## config.mk

```make
export PLATFORM = sky130hd
export DESIGN_NAME = mem_port_arbiter_flat
export DESIGN_NICKNAME = d
export VERILOG_FILES = /design/src/rtl/mem_port_arbiter_if.sv /design/src/rtl/mem_port_arbiter.sv /design/src/flat_wrapper.sv
export SDC_FILE = /design/constraint.sdc
export NUM_CORES = 1
export LEC_CHECK = 0
export BUFFER_PORTS_ARGS = -buffer_cell sky130_fd_sc_hd__buf_4
export CORE_ASPECT_RATIO = 1.1
export CORE_MARGIN = 8
export CORE_UTILIZATION = 35
export CTS_BUF_LIST = sky130_fd_sc_hd__clkbuf_4
export DETAILED_ROUTE_END_ITERATION = 8
export REMOVE_ABC_BUFFERS = 1
export SLEW_MARGIN = 20
export SYNTH_ARGS = -nofsm -noshare
export SYNTH_HDL_FRONTEND = slang
export SYNTH_SLANG_ARGS = --single-unit
```

## constraint.sdc

```tcl
create_clock -name clk -period 12.55 [get_ports clk]
set_input_delay 0.6275 -clock clk [delete_from_list [all_inputs] [get_ports clk]]
set_output_delay 0.6275 -clock clk [all_outputs]
set_load 0.02 [all_outputs]
```

## src/rtl/mem_port_arbiter_if.sv

```systemverilog
`default_nettype none
// ============================================================================
//  Module      : mem_port_arbiter_if
//  Description : Bundle of the fetch port, data port, memory bus and status
//                signals of the unified-memory arbiter.
//  Revision    : 1.0 - initial release
// ============================================================================
interface mem_port_arbiter_if #(
    parameter int ADDR_W = 32,
    parameter int DATA_W = 32
);
    // Instruction-fetch port
    logic              iIfReq;
    logic [ADDR_W-1:0] iIfAddr;
    logic              oIfAck;
    logic [DATA_W-1:0] oIfData;
    // Data (load/store) port
    logic              iDReq;
    logic              iDWr;
    logic [ADDR_W-1:0] iDAddr;
    logic [DATA_W-1:0] iDWrData;
    logic              oDAck;
    logic [DATA_W-1:0] oDRdData;
    logic              oErr;
    // Memory bus
    logic              oMemReq;
    logic              oMemWr;
    logic [ADDR_W-1:0] oMemAddr;
    logic [DATA_W-1:0] oMemWrData;
    logic              iMemAck;
    logic [DATA_W-1:0] iMemRdData;
    // Status
    logic              oBusy;

    // Arbiter view
    modport slave (
        input  iIfReq, iIfAddr, iDReq, iDWr, iDAddr, iDWrData, iMemAck, iMemRdData,
        output oIfAck, oIfData, oDAck, oDRdData, oErr,
        output oMemReq, oMemWr, oMemAddr, oMemWrData, oBusy
    );

    // Requesters and memory model view
    modport master (
        output iIfReq, iIfAddr, iDReq, iDWr, iDAddr, iDWrData, iMemAck, iMemRdData,
        input  oIfAck, oIfData, oDAck, oDRdData, oErr,
        input  oMemReq, oMemWr, oMemAddr, oMemWrData, oBusy
    );
endinterface
`default_nettype wire

```

## src/rtl/mem_port_arbiter.sv

```systemverilog
`default_nettype none
// ============================================================================
//  Module      : mem_port_arbiter
//  Description : Shares one single-port memory between the fetch port and
//                the data port. Data has priority, limited by a streak
//                counter so fetches are not starved; a watchdog aborts
//                transactions the memory never acknowledges.
//  Revision    : 1.0 - initial release
// ============================================================================
module mem_port_arbiter #(
    parameter int ADDR_W       = 32,
    parameter int DATA_W       = 32,
    parameter int MAX_D_STREAK = 2,
    parameter int TIMEOUT_CYC  = 255
) (
    input  wire logic        clk,
    input  wire logic        reset,
    mem_port_arbiter_if.slave bus
);

    localparam int                  c_WAIT_W     = (TIMEOUT_CYC > 1) ? $clog2(TIMEOUT_CYC + 1) : 1;
    localparam logic [c_WAIT_W-1:0] c_TIMEOUT    = c_WAIT_W'(TIMEOUT_CYC);
    localparam logic [3:0]          c_MAX_STREAK = 4'(MAX_D_STREAK);

    typedef enum logic [1:0] {
        S_IDLE = 2'd0,
        S_BUS  = 2'd1,
        S_RESP = 2'd2
    } state_t;

    state_t              state_q,       state_d;
    logic                owner_q,       owner_d;      // 0 = fetch, 1 = data
    logic                mem_req_q,     mem_req_d;
    logic                mem_wr_q,      mem_wr_d;
    logic [ADDR_W-1:0]   mem_addr_q,    mem_addr_d;
    logic [DATA_W-1:0]   mem_wr_data_q, mem_wr_data_d;
    logic [c_WAIT_W-1:0] wait_cnt_q,    wait_cnt_d;
    logic [3:0]          d_streak_q,    d_streak_d;
    logic [DATA_W-1:0]   if_data_q,     if_data_d;
    logic [DATA_W-1:0]   d_rd_data_q,   d_rd_data_d;
    logic                err_armed_q,   err_armed_d;
    logic                w_grant_data;

    // Next-state logic: arbitration in IDLE, wait/timeout tracking in BUS
    always_comb begin
        state_d       = state_q;
        owner_d       = owner_q;
        mem_req_d     = mem_req_q;
        mem_wr_d      = mem_wr_q;
        mem_addr_d    = mem_addr_q;
        mem_wr_data_d = mem_wr_data_q;
        wait_cnt_d    = wait_cnt_q;
        d_streak_d    = d_streak_q;
        if_data_d     = if_data_q;
        d_rd_data_d   = d_rd_data_q;
        err_armed_d   = err_armed_q;
        w_grant_data  = 1'b0;

        case (state_q)
            S_IDLE: begin
                if (bus.iIfReq || bus.iDReq) begin
                    // Data wins unless it has already taken its allowed streak
                    w_grant_data = bus.iDReq && (!bus.iIfReq || (d_streak_q < c_MAX_STREAK));
                    owner_d      = w_grant_data;
                    state_d      = S_BUS;
                    mem_req_d    = 1'b1;
                    wait_cnt_d   = '0;
                    err_armed_d  = 1'b0;
                    if (w_grant_data) begin
                        mem_addr_d    = bus.iDAddr;
                        mem_wr_d      = bus.iDWr;
                        mem_wr_data_d = bus.iDWrData;
                        if (!bus.iIfReq) begin
                            d_streak_d = 4'd0;
                        end else if (d_streak_q >= c_MAX_STREAK) begin
                            d_streak_d = c_MAX_STREAK;
                        end else begin
                            d_streak_d = d_streak_q + 4'd1;
                        end
                    end else begin
                        mem_addr_d = bus.iIfAddr;
                        mem_wr_d   = 1'b0;
                        d_streak_d = 4'd0;
                    end
                end
            end
            S_BUS: begin
                if (bus.iMemAck) begin
                    mem_req_d = 1'b0;
                    state_d   = S_RESP;
                    if (owner_q) begin
                        d_rd_data_d = mem_wr_q ? '0 : bus.iMemRdData;
                    end else begin
                        if_data_d = bus.iMemRdData;
                    end
                end else if ((TIMEOUT_CYC != 0) && (wait_cnt_q == c_TIMEOUT)) begin
                    // Memory never answered: complete with zero data and an error
                    mem_req_d   = 1'b0;
                    err_armed_d = 1'b1;
                    state_d     = S_RESP;
                    if (owner_q) begin
                        d_rd_data_d = '0;
                    end else begin
                        if_data_d = '0;
                    end
                end else begin
                    wait_cnt_d = wait_cnt_q + 1'b1;
                end
            end
            S_RESP: begin
                state_d = S_IDLE;
            end
            default: begin
                state_d = S_IDLE;
            end
        endcase
    end

    // State register with asynchronous reset
    always_ff @(posedge clk or posedge reset) begin
        if (reset) begin
            state_q       <= S_IDLE;
            owner_q       <= 1'b0;
            mem_req_q     <= 1'b0;
            mem_wr_q      <= 1'b0;
            mem_addr_q    <= '0;
            mem_wr_data_q <= '0;
            wait_cnt_q    <= '0;
            d_streak_q    <= 4'd0;
            if_data_q     <= '0;
            d_rd_data_q   <= '0;
            err_armed_q   <= 1'b0;
        end else begin
            state_q       <= state_d;
            owner_q       <= owner_d;
            mem_req_q     <= mem_req_d;
            mem_wr_q      <= mem_wr_d;
            mem_addr_q    <= mem_addr_d;
            mem_wr_data_q <= mem_wr_data_d;
            wait_cnt_q    <= wait_cnt_d;
            d_streak_q    <= d_streak_d;
            if_data_q     <= if_data_d;
            d_rd_data_q   <= d_rd_data_d;
            err_armed_q   <= err_armed_d;
        end
    end

    // Acks and error are decoded from registered state only
    assign bus.oIfAck     = (state_q == S_RESP) && !owner_q;
    assign bus.oDAck      = (state_q == S_RESP) &&  owner_q;
    assign bus.oErr       = (state_q == S_RESP) &&  err_armed_q;
    assign bus.oIfData    = if_data_q;
    assign bus.oDRdData   = d_rd_data_q;
    assign bus.oMemReq    = mem_req_q;
    assign bus.oMemWr     = mem_wr_q;
    assign bus.oMemAddr   = mem_addr_q;
    assign bus.oMemWrData = mem_wr_data_q;
    assign bus.oBusy      = (state_q != S_IDLE);

endmodule
`default_nettype wire

```

## src/flat_wrapper.sv

```systemverilog
// flat-port wrapper written by rule: the top's interface ports become plain ports
module mem_port_arbiter_flat 
#(
    parameter int ADDR_W       = 32,
    parameter int DATA_W       = 32,
    parameter int MAX_D_STREAK = 2,
    parameter int TIMEOUT_CYC  = 255
)
  (clk, reset, bus_iIfReq, bus_iIfAddr, bus_iDReq, bus_iDWr, bus_iDAddr, bus_iDWrData, bus_iMemAck, bus_iMemRdData, bus_oIfAck, bus_oIfData, bus_oDAck, bus_oDRdData, bus_oErr, bus_oMemReq, bus_oMemWr, bus_oMemAddr, bus_oMemWrData, bus_oBusy);
  mem_port_arbiter_if #(.ADDR_W(ADDR_W), .DATA_W(DATA_W)) bus_i ();
  input  wire logic clk;
  input  wire logic reset;
  input wire logic [$bits(bus_i.iIfReq)-1:0] bus_iIfReq;
  input wire logic [$bits(bus_i.iIfAddr)-1:0] bus_iIfAddr;
  input wire logic [$bits(bus_i.iDReq)-1:0] bus_iDReq;
  input wire logic [$bits(bus_i.iDWr)-1:0] bus_iDWr;
  input wire logic [$bits(bus_i.iDAddr)-1:0] bus_iDAddr;
  input wire logic [$bits(bus_i.iDWrData)-1:0] bus_iDWrData;
  input wire logic [$bits(bus_i.iMemAck)-1:0] bus_iMemAck;
  input wire logic [$bits(bus_i.iMemRdData)-1:0] bus_iMemRdData;
  output wire logic [$bits(bus_i.oIfAck)-1:0] bus_oIfAck;
  output wire logic [$bits(bus_i.oIfData)-1:0] bus_oIfData;
  output wire logic [$bits(bus_i.oDAck)-1:0] bus_oDAck;
  output wire logic [$bits(bus_i.oDRdData)-1:0] bus_oDRdData;
  output wire logic [$bits(bus_i.oErr)-1:0] bus_oErr;
  output wire logic [$bits(bus_i.oMemReq)-1:0] bus_oMemReq;
  output wire logic [$bits(bus_i.oMemWr)-1:0] bus_oMemWr;
  output wire logic [$bits(bus_i.oMemAddr)-1:0] bus_oMemAddr;
  output wire logic [$bits(bus_i.oMemWrData)-1:0] bus_oMemWrData;
  output wire logic [$bits(bus_i.oBusy)-1:0] bus_oBusy;
  assign bus_i.iIfReq = bus_iIfReq;
  assign bus_i.iIfAddr = bus_iIfAddr;
  assign bus_i.iDReq = bus_iDReq;
  assign bus_i.iDWr = bus_iDWr;
  assign bus_i.iDAddr = bus_iDAddr;
  assign bus_i.iDWrData = bus_iDWrData;
  assign bus_i.iMemAck = bus_iMemAck;
  assign bus_i.iMemRdData = bus_iMemRdData;
  assign bus_oIfAck = bus_i.oIfAck;
  assign bus_oIfData = bus_i.oIfData;
  assign bus_oDAck = bus_i.oDAck;
  assign bus_oDRdData = bus_i.oDRdData;
  assign bus_oErr = bus_i.oErr;
  assign bus_oMemReq = bus_i.oMemReq;
  assign bus_oMemWr = bus_i.oMemWr;
  assign bus_oMemAddr = bus_i.oMemAddr;
  assign bus_oMemWrData = bus_i.oMemWrData;
  assign bus_oBusy = bus_i.oBusy;
  mem_port_arbiter #(.ADDR_W(ADDR_W), .DATA_W(DATA_W), .MAX_D_STREAK(MAX_D_STREAK), .TIMEOUT_CYC(TIMEOUT_CYC)) u_core (.clk(clk), .reset(reset), .bus(bus_i));
endmodule
```

==> key figures, run 1 <==
Clock tree
  • Maximum root-to-sink buffer count: 2
  • Clock Latency Late Sink: between 0.5 and 0.6 ns
  • CTS tree: built
  • CTS root buffer: clkbuf_4
  • Clock sink count: 146
  • Cts repair resizes: 0
  • Cts bufs inserted: 17
  • H-tree Lvls: 4
  • # Post-CTS Setup Buffers: 0
  • Hold-fix buffers at CTS: 0
  • Clk slew on worst S/H paths: around 0.13 ns

Worst setup path
  • Reg2reg setup slack: around 9.9 ns
  • Cells on worst reg2reg path: 4
  • R2R Path Start: u_core.d_streak_q[3]$_DFFE_PP0P_
  • Worst EP required: between 10 and 15 ns
  • CP Capture Type: register
  • R2R Path End: u_core.bus.oMemWrData[6]$_DFFE_PP0P_
  • Startpoint Class: register
  • Critical setup path kind: register to register
  • Critical Path AT: about 3 ns
  • Critical path fanouts, max: 34

Synth
  • Ys async rst share: 1.000
  • Post-synthesis compound-gate area fraction: 0.1824
  • Top-area cell type share of the netlist area: 0.6245
  • Simple-Gate Fraction of Synth Area: 0.08725
  • Most used flip-flop cell after synthesis: dfrtp_1
  • Post-synthesis mux area share: 0.06330
  • Synth area leader: dfrtp_1
  • Avg Cell Area, Syn: about 12 um^2
  • Synth top area cells: dfrtp_1 (62%), a22o_1 (9.6%), a21oi_1 (5.9%)
  • Mapped Area: ~0.0059 mm^2
  • Sequential-to-total area share from yosys stat: 0.6245
  • Synth warn: 0
  • Largest family of logic cells by synthesized area: compound AO/OA/AOI/OAI gates
  • Count leader, synth: dfrtp_1
  • Synth cell count leaders: dfrtp_1 (146), a21oi_1 (69), a22o_1 (64)
  • Post-Synth Adder-Cell Area: 0.006416
  • XOR/XNOR Fraction of Synth Area: 0.001497
  • Synth Instances: approximately 500
  • Post-synth EDFFs: 0
  • Synthesized flop and latch total: about 150
  • Post-synth cell types: between 40 and 50

STA
  • Final worst slack: about 10 ns
  • Max-slew violations: 0
  • Count of final setup violators: 0
  • Final hold slack: between 0.2 and 0.25 ns
  • Maximum clock frequency: roughly 380 MHz
  • Worst Tran Pin Value: 1.010 ns
  • Period utilisation layout: 0.2104
  • Final Skew: between 0.02 and 0.025 ns
  • TNS Setup: 0 ns
  • Fin. Hold Viols: 0
  • Worst slew margin: 0.3249
  • RSZ-0062 raised after global routing: no
  • Tmin final: around 2.6 ns

Floorplanning
  • Initial Utilization: 0.3574
  • I/O Pins: ~270
  • Full die area: 0.02111 mm^2
  • Chip Height: 151.6 um
  • Cell Rows: about 50
  • DIE WIDTH: about 140 um
  • Core region area: ~0.016 mm^2

Final layout
  • Proportion of layout cells with a drive suffix above 1: 0.4135
  • Reg area: roughly 0.0037 mm^2
  • Area grow syn2layout: 41.17%
  • Non-filler instance count after layout: slightly below 1000
  • FILL cells: roughly 1500
  • Multi-input gate area: between 0.002 and 0.0025 mm^2
  • # nets final: between 800 and 900
  • Design area: around 0.0083 mm^2

Routing
  • Drt total wl: 18340 um
  • Drt first pass iters: 4
  • Initial DRC count: between 200 and 250
  • Vias per cell: slightly above 5
  • DR DRC count: 0
  • Final antenna-violating net count: 0
  • Vias: between 5000 and 6000
  • Post-DR wirelength/cell: ~19 um

Global route
  • Global-route wire length before repair: slightly below 30000 um
  • Pin count of the biggest net entering global routing: 91
  • Vias in the first global route: 5467
  • Initial antenna violation count: 1
  • All-layer global routing usage: 0.1745
  • GRT overflow: 0

Power
  • PD cells: 259.1 mW/mm^2
  • Static Leak: just over 4 nW
  • VDD IR max: ~120 uV

Place
  • Placer Congestion: approximately 0.80
  • Placed Instances: approximately 940
  • Dpl cell area: around 0.0080 mm^2
  • Pre-CTS WS: 9.752 ns
  • Number of port buffers: 267
  • DP HPWL: ~13000 um

Outcome
  • Status: completed

Hold path
  • Worst Hold Class: input pin to asynchronous set/reset pin

Job
  • Maxcap violations: 0
how the worst max path moves through the flow:
stage | slack [ns] | cells past startpoint | start | endpoint
3_3_place_gp | 9.25 | 5 | bus_iIfReq | u_core.bus.oMemWrData[0]$_DFFE_PP0P_
4_1_cts | 9.85 | 4 | u_core.d_streak_q[3]$_DFFE_PP0P_ | u_core.bus.oMemWrData[6]$_DFFE_PP0P_
3_5_place_dp | 9.75 | 5 | bus_iIfReq | u_core.bus.oMemWrData[23]$_DFFE_PP0P_
6_report | 9.91 | 4 | u_core.d_streak_q[3]$_DFFE_PP0P_ | u_core.bus.oMemWrData[6]$_DFFE_PP0P_
5_1_grt | 9.67 | 4 | u_core.d_streak_q[3]$_DFFE_PP0P_ | u_core.bus.oMemWrData[6]$_DFFE_PP0P_
2_1_floorplan | 8.00 | 1 | reset | u_core.bus.oDRdData[0]$_DFFE_PP0P_
critical path, cell delays in order (launching register included):
cell	delay, ns
dfrtp_1	0.42
o31ai_1	0.32
and2_2	0.60
nand2_2	0.62
mux2_1	0.51
where the power goes:
group | total, W | switching [W] | internal [W] | leakage (nW)
clock | 0.000257 | 0.000171 | 0.0000858 | 0.135
combinational | 0.00105 | 0.000591 | 0.000464 | 2.18
sequential | 0.000828 | 0.000143 | 0.000685 | 1.78
total | 0.00214 | 0.000905 | 0.00123 | 4.09
area by class of cell:
class                      count  area share
multi-input combinational    308      0.2438
clock buffer                  20     0.01818
tap                          204     0.03090
timing repair buffer         274      0.2491
clock inverter                12     0.01045
inverter                       9    0.004696
antenna                        2   0.0006060
sequential                   146      0.4424
through the flow:
stage,utilization,power (W)
final,0.5045,0.002140
after CTS,0.5042,0.002170
after floorplan,-,0.001389
after global routing,0.5045,0.002285
after global placement,0.4897,0.001884
after detailed placement,0.4898,0.001905
kinds of logic after synthesis:
family / after synthesis
AOI/OAI and AO/OA: 155
xor gates and xnor gates: 1
adders and majority gates: 3
buffers and inverters: 44
DFF: 146
muxes: 33
and+or+nand+nor: 116
layout by cell type (no fill, tap or decap), types with 2 or more instances in the layout:
master        n
buf_4       274
dfrtp_1     146
a21oi_1      69
a22o_1       64
nand2_1      45
nor2_1       39
mux2_1       29
clkbuf_4     20
nand3_1       8
inv_1         8
o21ai_0       7
clkinv_2      5
nor3b_1       4
nor3_1        3
mux2_2        3
ha_1          3
clkinv_4      3
diode_2       2
nand4_1       2
o211ai_1      2
inv_6         2
nor4_1        2
o2111ai_1     2
a211o_1       2
clkinvlp_4    2
registers in the layout, indices dropped and copies added (netlist names):
register,cells
u_core.bus.oMemReq,1
u_core.err_armed_q,1
u_core.d_streak_q,4
u_core.state_q,2
u_core.bus.oMemAddr,32
u_core.bus.oMemWr,1
u_core.owner_q,1
u_core.bus.oIfData,32
u_core.bus.oDRdData,32
u_core.bus.oMemWrData,32
u_core.wait_cnt_q,8
per-layer routing:
layer / GRT usage / up-vias / routed length [um]
met5: 0 / - / 0
met4: 0.05382 / 0 / 248
met3: 0.08367 / 18 / 1901
met2: 0.2838 / 236 / 8786
met1: 0.2012 / 2439 / 7406
li1: - / 2310 / -
No activity file was read; power rests on OpenSTA's default activity.
==> inputs of run 2 (changes only) <==
==> constraint.sdc (replaced) <==
create_clock -name clk -period 2.6 [get_ports clk]
set_input_delay 0.13 -clock clk [delete_from_list [all_inputs] [get_ports clk]]
set_output_delay 0.13 -clock clk [all_outputs]
set_load 0.02 [all_outputs]
==> key figures, run 2 (synthesis results as in run 1) <==
STA
  • Worst slew margin: 0.4846
  • Period utilisation layout: 0.8632
  • RSZ-0062 raised after global routing: no
  • Worst Tran Pin Value: between 0.7 and 0.8 ns
  • Count of final setup violators: 0
  • Max-slew violations: 0
  • Final worst slack: roughly 0.36 ns
  • Fin. Hold Viols: 0
  • Maximum clock frequency: between 400 and 500 MHz
  • Final Skew: 0.01968 ns
  • Tmin final: roughly 2.2 ns

Floorplanning
  • I/O Pins: about 270
  • Core region area: 0.01637 mm^2
  • DIE WIDTH: between 100 and 150 um
  • Full die area: around 0.021 mm^2
  • Initial Utilization: 0.3574
  • Cell Rows: 49
  • Chip Height: between 150 and 200 um

Global route
  • All-layer global routing usage: 0.1917
  • Vias in the first global route: 6132
  • GRT overflow: 0
  • Global-route wire length before repair: 32330 um
  • Initial antenna violation count: 1
  • Pin count of the biggest net entering global routing: 64

Worst setup path
  • CP peak stage delay: around 0.57 ns
  • Critical Path AT: approximately 2.7 ns
  • Slowest CP cell: dlygate4sd3_1
  • Startpoint Class: register
  • CP Capture Type: register
  • Critical setup path kind: register to register
  • Worst EP required: 3.08 ns
  • Critical path fanouts, max: 33
  • Crit-path most repeated cell: a21oi_1
  • Critical path cell sequence: o31ai_1 > and2_1 > buf_4 > a21oi_1 > a21oi_1 > dlygate4sd3_1

Clock tree
  • Clk slew on worst S/H paths: between 0.1 and 0.15 ns
  • Hold-fix buffers at CTS: about 130
  • Clock sink count: 146
  • Cts bufs inserted: 17
  • Maximum root-to-sink buffer count: 2
  • Cts repair resizes: 0
  • Clock Latency Late Sink: around 0.55 ns
  • CTS tree: built
  • # Post-CTS Setup Buffers: 0
  • H-tree Lvls: 4
  • CTS root buffer: clkbuf_4

Routing
  • Post-DR wirelength/cell: ~18 um
  • Drt total wl: approximately 20000 um
  • Vias: 5644
  • Drt first pass iters: 4
  • Final antenna-violating net count: 0
  • Initial DRC count: ~210
  • Vias per cell: ~5
  • DR DRC count: 0

Power
  • Power Total: between 0.01 and 0.015 W
  • Flop pwr share: 0.359
  • Clock power share: 0.123
  • P_sw: roughly 0.0046 W
  • Pint: approximately 0.0065 W
  • PD cells: around 1100 mW/mm^2
  • Switching fraction of total power: 0.4112
  • Comb power frac: 0.518
  • Static Leak: approximately 4.7 nW
  • VDD IR max: around 660 uV

Final layout
  • Commonest non-fill, non-tap cell in the layout: buf_4
  • FILL cells: 1341
  • Most frequent cells in the layout: buf_4 (278), dfrtp_1 (146), dlygate4sd3_1 (134)
  • Area grow syn2layout: 65.42%
  • Proportion of layout cells with a drive suffix above 1: 0.3546
  • # nets final: a little over 1000

Place
  • Number of port buffers: approximately 270
  • Pre-CTS WS: 0.5946 ns
  • Placer Congestion: between 0.7 and 0.8
  • DP HPWL: roughly 14000 um

Outcome
  • Status: completed

Hold path
  • Worst Hold Class: input pin to asynchronous set/reset pin

Job
  • Maxcap violations: 0
==> run 2: critical path: cells and delay by family, from the launching register on <==
| kind | cells | cell delay (ns) |
|---|---|---|
| compound gates | 3 | 0.63 |
| buf+inv | 2 | 0.92 |
| flops | 1 | 0.43 |
| simple gates | 1 | 0.21 |
==> run 2: per-stage QoR <==
step / instances / utilization / setup TNS, ns / hold slack (ns) / area [um^2]
floorplan: 463 / - / -266.62 / 0.2592 / 5682
global placement: 946 / 0.4928 / 0 / 0.2164 / 8066
detailed placement: 946 / 0.4928 / 0 / 0.2242 / 8066
CTS: 1112 / 0.5911 / 0 / 0.1565 / 9676
global route: 1113 / 0.5912 / 0 / 0.1766 / 9678
finish: 1113 / 0.5912 / 0 / 0.1915 / 9678
==> run 2: area by class of cell <==
| type | instances | area (um^2) | share of cell area |
|---|---|---|---|
| tap | 204 | 255.2 | 0.02637 |
| inverter | 9 | 38.79 | 0.004008 |
| clock buffer | 18 | 135.1 | 0.01396 |
| multi-input combinational | 308 | 2012 | 0.2079 |
| sequential | 146 | 3654 | 0.3775 |
| timing repair buffer | 413 | 3448 | 0.3563 |
| antenna | 1 | 2.502 | 0.0002586 |
| clock inverter | 14 | 132.6 | 0.01370 |
==> run 2: per-layer routing <==
| metal | part of all wire | wire, um | up-vias | GRT usage |
|---|---|---|---|---|
| li1 | - | - | 2583 | - |
| met1 | 0.37 | 7393 | 2736 | 0.2101 |
| met2 | 0.49 | 9840 | 290 | 0.3189 |
| met3 | 0.12 | 2367 | 35 | 0.09307 |
| met4 | 0.024 | 484 | 0 | 0.07194 |
| met5 | 0 | 0 | - | 0 |
==> run 2: final timing paths <==
path                                                         end  cells past startpoint  slack [ns]                             startpoint
setup / recovery             u_core.bus.oMemAddr[25]$_DFFE_PP0P_                      6        0.36       u_core.d_streak_q[3]$_DFFE_PP0P_
min in group clk           u_core.bus.oMemWrData[15]$_DFFE_PP0P_                      3        0.33                       bus_iDWrData[15]
max in group asynchronous     u_core.bus.oMemAddr[6]$_DFFE_PP0P_                      4        1.64                                  reset
setup reg to reg             u_core.bus.oMemAddr[25]$_DFFE_PP0P_                      6        0.36       u_core.d_streak_q[3]$_DFFE_PP0P_
hold reg to reg            u_core.bus.oMemWrData[21]$_DFFE_PP0P_                      1        0.50  u_core.bus.oMemWrData[21]$_DFFE_PP0P_
hold / removal             u_core.bus.oMemWrData[21]$_DFFE_PP0P_                      3        0.19                                  reset
==> run 2: power by group through the flow <==
stage | Sequential (W) | Clock, W | Combinational, W
2_1_floorplan | 0.00509 | 0 | 0.00161
3_3_place_gp | 0.00400 | 0 | 0.00511
3_5_place_dp | 0.00402 | 0 | 0.00519
4_1_cts | 0.00398 | 0.00143 | 0.00577
5_1_grt | 0.00413 | 0.00152 | 0.00617
6_report | 0.00399 | 0.00137 | 0.00576
==> inputs of run 3 (changes only) <==
--- a/config.mk
+++ b/config.mk
@@ -5,13 +5,13 @@
 export SDC_FILE = /design/constraint.sdc
 export NUM_CORES = 1
 export LEC_CHECK = 0
+export ABC_AREA = 1
 export BUFFER_PORTS_ARGS = -buffer_cell sky130_fd_sc_hd__buf_4
 export CORE_ASPECT_RATIO = 1.1
 export CORE_MARGIN = 8
 export CORE_UTILIZATION = 35
 export CTS_BUF_LIST = sky130_fd_sc_hd__clkbuf_4
 export DETAILED_ROUTE_END_ITERATION = 8
-export REMOVE_ABC_BUFFERS = 1
 export SLEW_MARGIN = 20
 export SYNTH_ARGS = -nofsm -noshare
 export SYNTH_HDL_FRONTEND = slang
==> key figures, run 3 <==
Power
  • VDD IR max: approximately 570 uV
  • PD cells: 1057 mW/mm^2
  • Static Leak: about 5.8 nW

Worst setup path
  • Slowest CP cell: dlygate4sd3_1
  • Critical path fanouts, max: 33
  • CP peak stage delay: about 0.56 ns
  • CP Capture Type: register
  • Critical Path AT: 2.74 ns
  • Critical setup path kind: register to register
  • Critical path cell sequence: nor2_1 > nand2_1 > nand2_2 > buf_4 > nand2_1 > buf_4 > nand2_1 > nand2_1 > dlygate4sd3_1 > nand2_1 > nand2_1
  • Startpoint Class: register
  • Crit-path most repeated cell: nand2_1
  • Worst EP required: a little over 3 ns

Outcome
  • Status: completed

Synth
  • Synth Instances: ~860
  • Top-area cell type share of the netlist area: 0.5341
  • Synth area leader: dfrtp_1
  • Post-synth EDFFs: 0
  • Ys async rst share: 1.000
  • Mapped Area: ~0.0068 mm^2
  • Post-synth cell types: 30
  • Synthesized flop and latch total: 146
  • Avg Cell Area, Syn: 7.926 um^2
  • Synth warn: 0
  • Syn nets: 1000
  • Sequential-to-total area share from yosys stat: 0.5341
  • Synth cell count leaders: nand2_1 (461), dfrtp_1 (146), nand3_1 (70)
  • Most used flip-flop cell after synthesis: dfrtp_1
  • Synth top area cells: dfrtp_1 (53%), nand2_1 (25%), nand3_1 (5.1%)
  • Count leader, synth: nand2_1

Place
  • Number of port buffers: between 200 and 300
  • DP HPWL: approximately 15000 um
  • Pre-CTS WS: around 0.6 ns
  • Placer Congestion: 0.7884

Clock tree
  • Cts repair resizes: 0
  • Cts bufs inserted: 17
  • H-tree Lvls: 4
  • # Post-CTS Setup Buffers: 0
  • CTS tree: built
  • Clk slew on worst S/H paths: roughly 0.12 ns
  • Clock sink count: roughly 150
  • Maximum root-to-sink buffer count: 2
  • CTS root buffer: clkbuf_4
  • Clock Latency Late Sink: around 0.56 ns

Final layout
  • FILL cells: 1770
  • Area grow syn2layout: 54.05%
  • Core Util, Final: 0.5498
  • Proportion of layout cells with a drive suffix above 1: 0.2628
  • Commonest non-fill, non-tap cell in the layout: nand2_1
  • # nets final: 1376
  • Most frequent cells in the layout: nand2_1 (461), buf_4 (278), dfrtp_1 (146)

STA
  • Final hold slack: just under 0.09 ns
  • Count of final setup violators: 0
  • Final Skew: about 0.034 ns
  • Maximum clock frequency: 435.4 MHz
  • RSZ-0062 raised after global routing: no
  • Period utilisation layout: 0.8833
  • Fin. Hold Viols: 0
  • Max-slew violations: 0
  • Worst slew margin: 0.4034
  • Tmin final: approximately 2.3 ns
  • Worst Tran Pin Value: 0.8915 ns
  • Final worst slack: 0.3034 ns
  • TNS Setup: 0 ns

Floorplanning
  • I/O Pins: between 200 and 300
  • Chip Height: 162.6 um
  • Initial Utilization: 0.3569
  • Cell Rows: between 50 and 60
  • Full die area: approximately 0.024 mm^2
  • DIE WIDTH: between 100 and 150 um
  • Core region area: 0.01916 mm^2

Hold path
  • Worst Hold Class: input pin to register

Global route
  • All-layer global routing usage: 0.1935
  • Global-route wire length before repair: roughly 38000 um
  • GRT overflow: 0
  • Initial antenna violation count: 1
  • Vias in the first global route: 7173
  • Pin count of the biggest net entering global routing: roughly 150

Routing
  • Metal1 wirelength: between 9000 and 10000 um
  • DR WL met3: roughly 2100 um
  • DR DRC count: 0
  • Initial DRC count: ~350
  • Drt total wl: 23040 um
  • Vias: between 6000 and 7000
  • Met2 WL: 10770 um
  • Max Used Layer: met4
  • Post-DR wirelength/cell: between 15 and 20 um
  • Vias per cell: around 4.7
  • Drt first pass iters: 5
  • Final antenna-violating net count: 0

Job
  • Maxcap violations: 0
run 3: changes by cell type in the layout (fill, tap and decap cells not counted), sizes merged, moves of 9 or more:
cell	before	now
nand2	46	466
a21oi	69	1
nand3	8	74
a22o	64	0
mux2	32	0
nand4	2	32
inv	13	23
nor2	40	49
run 3: worst max-delay path, delay by kind of cell (launching register included):
family	cells	cell delay (ns)
DFF	1	0.42
and+or+nand+nor	8	0.63
buffers and inverters	3	1.13
run 3: final timing paths:
path                                                          from                                  end  slack, ns  cells after the start
worst min-delay path                                     bus_iDReq       u_core.bus.oMemReq$_DFFE_PP0P_       0.09                      6
worst max-delay path              u_core.d_streak_q[2]$_DFFE_PP0P_  u_core.bus.oMemAddr[24]$_DFFE_PP0P_       0.30                     11
worst max register to register    u_core.d_streak_q[2]$_DFFE_PP0P_  u_core.bus.oMemAddr[24]$_DFFE_PP0P_       0.30                     11
max in group asynchronous                                    reset  u_core.bus.oMemAddr[24]$_DFFE_PP0P_       1.66                      4
worst min register to register  u_core.bus.oIfData[27]$_DFFE_PP0P_   u_core.bus.oIfData[27]$_DFFE_PP0P_       0.49                      2
min in group asynchronous                                    reset   u_core.bus.oMemAddr[3]$_DFFE_PP0P_       0.35                      4
run 3: routing by layer:
| metal | track usage | vias to the layer above |
|---|---|---|
| li1 | - | 3468 |
| met1 | 0.2408 | 3202 |
| met2 | 0.3034 | 274 |
| met3 | 0.07198 | 33 |
| met4 | 0.06615 | 0 |
| met5 | 0 | - |
run 3: cells by family (layout without fill, tap and decap cells):
group	Yosys count	after routing	synth area share
other	0	1	0
and+or+nand+nor	621	621	0.3779
xor gates and xnor gates	3	3	0.003842
buffers and inverters	75	464	0.06530
adders and majority gates	3	3	0.005488
DFF	146	146	0.5341
AOI/OAI and AO/OA	15	15	0.01335
run 3: final cells by class:
class / instances / area [um^2] / share of cell area
sequential: 146 / 3654 / 0.3467
timing repair buffer: 412 / 3438 / 0.3263
multi-input combinational: 642 / 2740 / 0.2600
tap: 247 / 309.0 / 0.02933
clock inverter: 14 / 177.7 / 0.01686
clock buffer: 18 / 135.1 / 0.01282
inverter: 20 / 81.33 / 0.007718
antenna: 1 / 2.502 / 0.0002375
run 3: what timing repair did:
item	4_1_cts	5_1_grt
setup endpoints to repair	0	0
hold buffers	133	0
endpoints found under the hold margin	278	0
run 3: report_power, final:
part | total (W) | switching [W] | leakage [nW] | internal (W)
clock network | 0.00158 | 0.000891 | 0.165 | 0.000694
logic | 0.00570 | 0.00349 | 3.75 | 0.00222
registers | 0.00386 | 0.000614 | 1.86 | 0.00324
total | 0.0111 | 0.00499 | 5.77 | 0.00615
run 3: through the flow:
stage               power (W)  cells  area (um^2)
finish                0.01114   1500        10540
global route          0.01199   1500        10540
CTS                   0.01128   1499        10540
detailed placement   0.009393   1334         8891
global placement     0.009345   1334         8891
floorplan            0.007099    863         6844
